[src/rtl/mc_datapath_pkg.sv]
// Shared FSM states, instruction encodings and ALU operations for the multi-cycle datapath.
package mc_datapath_pkg;

    typedef enum logic [2:0] {
        ST_FETCH  = 3'd0,
        ST_DECODE = 3'd1,
        ST_EXEC   = 3'd2,
        ST_MEM    = 3'd3,
        ST_WB     = 3'd4,
        ST_TRAP   = 3'd5
    } state_e;

    typedef enum logic [2:0] {
        ALU_ADD = 3'd0,
        ALU_SUB = 3'd1,
        ALU_AND = 3'd2,
        ALU_OR  = 3'd3,
        ALU_SLT = 3'd4
    } alu_op_e;

    localparam logic [6:0] OPC_OP     = 7'b0110011;
    localparam logic [6:0] OPC_OPIMM  = 7'b0010011;
    localparam logic [6:0] OPC_LOAD   = 7'b0000011;
    localparam logic [6:0] OPC_STORE  = 7'b0100011;
    localparam logic [6:0] OPC_BRANCH = 7'b1100011;

    localparam logic [2:0] F3_ADDSUB = 3'b000;
    localparam logic [2:0] F3_SLT    = 3'b010;
    localparam logic [2:0] F3_OR     = 3'b110;
    localparam logic [2:0] F3_AND    = 3'b111;
    localparam logic [2:0] F3_ADDI   = 3'b000;
    localparam logic [2:0] F3_WORD   = 3'b010;
    localparam logic [2:0] F3_DWORD  = 3'b011;
    localparam logic [2:0] F3_BEQ    = 3'b000;
    localparam logic [2:0] F3_BLT    = 3'b100;

    localparam logic [6:0] F7_BASE = 7'b0000000;
    localparam logic [6:0] F7_SUB  = 7'b0100000;

    // memF3 selects the only legal load/store width for the configured XLEN.
    function automatic logic isLegal(input logic [31:0] ir, input logic [2:0] memF3);
        logic ok;
        ok = 1'b0;
        case (ir[6:0])
            OPC_OP: ok = (ir[31:25] == F7_BASE && (ir[14:12] == F3_ADDSUB || ir[14:12] == F3_SLT ||
                                                 ir[14:12] == F3_OR || ir[14:12] == F3_AND)) ||
                         (ir[31:25] == F7_SUB && ir[14:12] == F3_ADDSUB);
            OPC_OPIMM:           ok = (ir[14:12] == F3_ADDI);
            OPC_LOAD, OPC_STORE: ok = (ir[14:12] == memF3);
            OPC_BRANCH:          ok = (ir[14:12] == F3_BEQ || ir[14:12] == F3_BLT);
            default:             ok = 1'b0;
        endcase
        return ok;
    endfunction

    function automatic alu_op_e rTypeOp(input logic [2:0] f3, input logic [6:0] f7);
        alu_op_e op;
        op = ALU_ADD;
        case (f3)
            F3_ADDSUB: op = (f7 == F7_SUB) ? ALU_SUB : ALU_ADD;
            F3_SLT:    op = ALU_SLT;
            F3_OR:     op = ALU_OR;
            F3_AND:    op = ALU_AND;
            default:   op = ALU_ADD;
        endcase
        return op;
    endfunction

endpackage

[src/rtl/mc_alu.sv]
// Combinational ALU for the multi-cycle datapath, plus the equality and signed-less-than flags used by branches.
module mc_alu
    import mc_datapath_pkg::*;
#(
    parameter int XLEN = 32
) (
    input  alu_op_e         aluOp_i,
    input  logic [XLEN-1:0] a_i,
    input  logic [XLEN-1:0] b_i,
    output logic [XLEN-1:0] result_o,
    output logic            eq_o,
    output logic            lt_o
);

    always_comb begin
        eq_o     = (a_i == b_i);
        lt_o     = ($signed(a_i) < $signed(b_i));
        result_o = '0;
        case (aluOp_i)
            ALU_ADD: result_o = a_i + b_i;
            ALU_SUB: result_o = a_i - b_i;
            ALU_AND: result_o = a_i & b_i;
            ALU_OR:  result_o = a_i | b_i;
            ALU_SLT: result_o = {{(XLEN-1){1'b0}}, lt_o};
            default: result_o = '0;
        endcase
    end

endmodule

[src/rtl/mc_datapath.sv]
// Multi-cycle FETCH/DECODE/EXEC/MEM/WB datapath for a small RISC-V subset, with an absorbing illegal-instruction trap.
module mc_datapath
    import mc_datapath_pkg::*;
#(
    parameter int              XLEN     = 32,
    parameter logic [XLEN-1:0] RESET_PC = '0,
    parameter int              NREGS    = 32
) (
    input  logic            clk,
    input  logic            rst,
    output logic            imem_req,
    output logic [XLEN-1:0] imem_addr,
    input  logic [31:0]     imem_rdata,
    input  logic            imem_valid,
    output logic            dmem_req,
    output logic            dmem_we,
    output logic [XLEN-1:0] dmem_addr,
    output logic [XLEN-1:0] dmem_wdata,
    input  logic [XLEN-1:0] dmem_rdata,
    input  logic            dmem_valid,
    output logic [XLEN-1:0] pc,
    output logic            trap
);

    localparam int              RIDX_W  = $clog2(NREGS);
    localparam logic [2:0]      MEM_F3  = (XLEN == 64) ? F3_DWORD : F3_WORD;
    localparam logic [XLEN-1:0] PC_STEP = XLEN'(4);

    state_e            state_q, state_d;
    logic [XLEN-1:0]   pc_q, pc_d;
    logic              trap_q, trap_d;
    logic [31:0]       ir_q;
    logic [XLEN-1:0]   a_q, b_q, imm_q, aluOut_q, mdr_q;
    logic [XLEN-1:0]   regFile_q [NREGS];

    logic [6:0]        opcode;
    logic [2:0]        funct3;
    logic [6:0]        funct7;
    logic [RIDX_W-1:0] rs1Idx, rs2Idx, rdIdx;
    logic              isLoad, isStore, isBranch, isRType;
    logic [XLEN-1:0]   rs1Val, rs2Val, immDec, aluB, aluRes, wbData;
    alu_op_e           aluOp;
    logic              aluEq, aluLt, branchTaken;

    assign opcode   = ir_q[6:0];
    assign funct3   = ir_q[14:12];
    assign funct7   = ir_q[31:25];
    assign rs1Idx   = ir_q[15 +: RIDX_W];
    assign rs2Idx   = ir_q[20 +: RIDX_W];
    assign rdIdx    = ir_q[7 +: RIDX_W];
    assign isLoad   = (opcode == OPC_LOAD);
    assign isStore  = (opcode == OPC_STORE);
    assign isBranch = (opcode == OPC_BRANCH);
    assign isRType  = (opcode == OPC_OP);

    assign rs1Val = (rs1Idx == '0) ? '0 : regFile_q[rs1Idx];
    assign rs2Val = (rs2Idx == '0) ? '0 : regFile_q[rs2Idx];

    always_comb begin
        immDec = '0;
        case (opcode)
            OPC_OPIMM, OPC_LOAD: immDec = {{(XLEN-12){ir_q[31]}}, ir_q[31:20]};
            OPC_STORE:           immDec = {{(XLEN-12){ir_q[31]}}, ir_q[31:25], ir_q[11:7]};
            OPC_BRANCH:          immDec = {{(XLEN-13){ir_q[31]}}, ir_q[31], ir_q[7], ir_q[30:25], ir_q[11:8], 1'b0};
            default:             immDec = '0;
        endcase
    end

    // Branches compare A against B; everything that is not R-type adds the immediate.
    assign aluOp       = isRType ? rTypeOp(funct3, funct7) : ALU_ADD;
    assign aluB        = (isRType || isBranch) ? b_q : imm_q;
    assign branchTaken = (funct3 == F3_BLT) ? aluLt : aluEq;
    assign wbData      = isLoad ? mdr_q : aluOut_q;

    mc_alu #(.XLEN(XLEN)) u_alu (
        .aluOp_i  (aluOp),
        .a_i      (a_q),
        .b_i      (aluB),
        .result_o (aluRes),
        .eq_o     (aluEq),
        .lt_o     (aluLt)
    );

    always_comb begin
        state_d = state_q;
        pc_d    = pc_q;
        trap_d  = trap_q;
        case (state_q)
            ST_FETCH: if (imem_valid) state_d = ST_DECODE;
            ST_DECODE: begin
                if (isLegal(ir_q, MEM_F3)) begin
                    state_d = ST_EXEC;
                end else begin
                    state_d = ST_TRAP;
                    trap_d  = 1'b1;
                end
            end
            ST_EXEC: begin
                if (isBranch) begin
                    pc_d    = branchTaken ? pc_q + imm_q : pc_q + PC_STEP;
                    state_d = ST_FETCH;
                end else if (isLoad || isStore) begin
                    state_d = ST_MEM;
                end else begin
                    state_d = ST_WB;
                end
            end
            ST_MEM: begin
                if (dmem_valid) begin
                    if (isLoad) begin
                        state_d = ST_WB;
                    end else begin
                        pc_d    = pc_q + PC_STEP;
                        state_d = ST_FETCH;
                    end
                end
            end
            ST_WB: begin
                pc_d    = pc_q + PC_STEP;
                state_d = ST_FETCH;
            end
            ST_TRAP: trap_d = 1'b1;
            default: state_d = ST_FETCH;
        endcase
    end

    always_ff @(posedge clk or posedge rst) begin
        if (rst) begin
            state_q  <= ST_FETCH;
            pc_q     <= RESET_PC;
            trap_q   <= 1'b0;
            ir_q     <= '0;
            a_q      <= '0;
            b_q      <= '0;
            imm_q    <= '0;
            aluOut_q <= '0;
            mdr_q    <= '0;
        end else begin
            state_q <= state_d;
            pc_q    <= pc_d;
            trap_q  <= trap_d;
            case (state_q)
                ST_FETCH: if (imem_valid) ir_q <= imem_rdata;
                ST_DECODE: begin
                    a_q   <= rs1Val;
                    b_q   <= rs2Val;
                    imm_q <= immDec;
                end
                ST_EXEC: aluOut_q <= aluRes;
                ST_MEM:  if (dmem_valid && isLoad) mdr_q <= dmem_rdata;
                default: ;
            endcase
        end
    end

    always_ff @(posedge clk or posedge rst) begin
        if (rst) begin
            for (int i = 0; i < NREGS; i++) regFile_q[i] <= '0;
        end else if (state_q == ST_WB && rdIdx != '0) begin
            regFile_q[rdIdx] <= wbData;
        end
    end

    // Requests are gated by rst so an in-flight access drops the moment reset asserts.
    assign imem_req   = (state_q == ST_FETCH) && !rst;
    assign dmem_req   = (state_q == ST_MEM) && !rst;
    assign dmem_we    = dmem_req && isStore;
    assign imem_addr  = pc_q;
    assign dmem_addr  = aluOut_q;
    assign dmem_wdata = b_q;
    assign pc         = pc_q;
    assign trap       = trap_q;

endmodule

[config.mk]
export PLATFORM = sky130hd
export DESIGN_NAME = mc_datapath
export DESIGN_NICKNAME = d
export VERILOG_FILES = /design/src/rtl/mc_datapath_pkg.sv /design/src/rtl/mc_alu.sv /design/src/rtl/mc_datapath.sv
export SDC_FILE = /design/constraint.sdc
export NUM_CORES = 2
export LEC_CHECK = 0
export CAP_MARGIN = 20
export CORE_AREA = 8 8 398 400
export DETAILED_ROUTE_END_ITERATION = 8
export DIE_AREA = 0 0 406 408
export PLACE_DENSITY = 0.6
export RECOVER_POWER = 50
export SETUP_SLACK_MARGIN = 0.15
export SLEW_MARGIN = 20
export SYNTH_ARGS = -nofsm -noshare
export SYNTH_HDL_FRONTEND = slang
export SYNTH_SLANG_ARGS = --single-unit
[constraint.sdc]
create_clock -name clk -period 46 [get_ports clk]
set_input_delay 6.9 -clock clk [delete_from_list [all_inputs] [get_ports clk]]
set_output_delay 6.9 -clock clk [all_outputs]
set_load 0.05 [all_outputs]
==> flow_summary.ini <==
[flow_run]
cap_violations = 40

[run_status]
violations = capacitance limit, slew limit
status = finished, violations left

[place]
place_hpwl_um = 136700
placed_area_mm2 = 0.07126
place_worst_setup_slack_ps = 30400
dp.cells = 8308
routabilityCongestion = 0.9340
io_buffers = 199

[route]
wl_per_cell_um = 26.91
drt-pass1-iter-count = 8
wl_met2_um = 105000
totalWireLength_um = 230300
vias = 53210
drt_drc_violations_left = 0
met3_length_um = 20550
drt-met1-wl_um = 94440
final_antenna_net_count = 0
drt-initial-drc-count = 5686
viasPerCell = 6.219
highest_layer = met5

[power]
p_leak_nw = 32.17
clkPwrFrac = 0.237
power_mw = 4.854
combPwrFrac = 0.439
seqPwrFrac = 0.324
switching_share = 0.4163
power_density_mw_per_mm2 = 64.06
intPower_mw = 2.833
power_switching_mw = 2.021
vdd_ir_drop_max_v = 0.00004927

[timing]
whs_ps = 399.8
final-hold-violation-count = 0
tns_ps = 0
grt_setup_unrepaired = false
setup_violations = 0
worst_slack_ps = 30380
period_share = 0.3395
drv_slew = 1427
fmax_mhz = 64.03
tightest_slew_ps = 5352
period_needed_ps = 15620
relSlewSlack = -2.588
clock_skew_ps = 20.63

[final_layout]
design_area_mm2 = 0.07578
final_util = 0.4965
seq_area_mm2 = 0.03089
drive_gt1_frac = 0.1521
fin_nets = 6600
multi_input_area_mm2 = 0.03430
layout_common_cells = dfrtp_1, a21oi_1, o21ai_0, nor2_1, nand2_1
fillCellCount = 13800
final_cells = 8557
syn_to_final_growth_pct = 11.86
layout_commonest_cell = dfrtp_1

[clock_network]
clock_path_buffers = 3
insertion_delay_ps = 780
cts_root_buffer = clkbuf_16
cts_num_sinks = 1233
tritoncts = yes
cts_resized = 0
cts_setup_buffers = 0
htree_levels = 4
clkTransAtPathRegs_ps = 50
cts_hold_buf = 0
cts_made_buffers = 134

[synthesis]
synthCells = 6584
synth-seq-area-share = 0.4555
syn_area_mm2 = 0.06774
async_reset_ff_frac = 1.000
ys.warnings.count = 0
syn_nets = 6783
ys.flop_type = dfrtp_1
ys_ff_latch = 1233
synth-edff-count = 0
syn_area_per_cell_um2 = 10.29
yosysUniqueCellTypes = 78

[global_route]
grt_antenna_before_repair = 9
grt_usage = 0.2724
grt_overflow = 0
first_global_vias = 51940
grt_pass1_wl_um = 343400
grt_max_degree = 186

[floorplanning]
die_height_um = 408
coreArea_mm2 = 0.1526
fp-row-count = 144
boundaryPins = 200
die_x_um = 406
die-area_mm2 = 0.1656
start_util = 0.4439

[worst_setup_path]
worstSetupPathType = primary input to primary output
start_kind = primary input
crit_fanout = 4
worstSetupEndpointType = primary output
cp.arrival_ps = 8720
cp.required_ps = 39100

[min_path]
hp-class = flop to flop
==> final timing paths <==
kind | startpoint | to | slack (ps) | cells after the start
max | rst | dmem_we | 30380 | 3
min | regFile_q[1017] | regFile_q[1017] | 400 | 0
max reg2reg | ir_q[16] | a_q[5] | 34300 | 8
min reg2reg | regFile_q[1017] | regFile_q[1017] | 400 | 0
max in group asynchronous | rst | regFile_q[921] | 32600 | 6
min in group asynchronous | rst | ir_q[2] | 8340 | 2
==> flip-flops by register name (all words and copies together), names as in the netlist <==
signal      flops
dmem_addr      32
mdr_q          32
dmem_wdata     32
ir_q           32
imem_addr      32
trap            1
state_q         3
regFile_q    1024
a_q            32
imm_q          13
==> area by class of cell <==
class | count | share of cell area
inverter | 109 | 0.005416
clock inverter | 52 | 0.008768
clock buffer | 193 | 0.05323
multi-input combinational | 4593 | 0.4526
timing repair buffer | 330 | 0.03851
sequential | 1233 | 0.4076
antenna | 3 | 0.00009907
tap | 2044 | 0.03375
==> cell families (layout without fill, tap and decap cells) <==
group                      after synthesis  after routing  share of synthesized area
xor gates and xnor gates                31             31                   0.004008
AOI/OAI and AO/OA                     1963           1963                     0.1635
and+or+nand+nor                       1615           1615                    0.09671
adders and majority gates              131            131                    0.02453
muxes                                  853            853                     0.2119
other                                    0              3                          0
DFF                                   1233           1233                     0.4555
buffers and inverters                  758            684                    0.04394
==> power by group through the flow <==
stage / clock network (mW) / registers (mW) / logic [mW]
after global placement: 0 / 1.57 / 2.08
after CTS: 1.17 / 1.56 / 2.11
after floorplan: 0 / 1.53 / 1.47
after global routing: 1.21 / 1.60 / 2.27
final: 1.15 / 1.57 / 2.13
after detailed placement: 0 / 1.58 / 2.10
==> critical path, stage by stage <==
cell and delay (ps):
dlygate4sd3_1 600, nor4_1 350, clkdlybuf4s50_1 870
==> synth_stat cells (all sizes together) (67+ instances only) <==
library cell,number,area share
mux2i,264,0.039
inv,109,0.0060
nand2,688,0.038
nor2,696,0.039
o22ai,110,0.010
nor3,67,0.0049
dfrtp,1233,0.46
mux2,138,0.023
ha,128,0.024
o221ai,77,0.010
a21oi,791,0.058
clkbuf,545,0.030
buf,104,0.0077
o21ai,714,0.053
mux4,451,0.15
==> layer usage <==
| metal | vias up | global-route usage |
|---|---|---|
| li1 | 23510 | - |
| met1 | 26650 | 0.3729 |
| met2 | 2486 | 0.4264 |
| met3 | 569 | 0.05661 |
| met4 | 2 | 0.1061 |
| met5 | - | 0.003800 |
No activity file was read; power rests on OpenSTA's default activity.
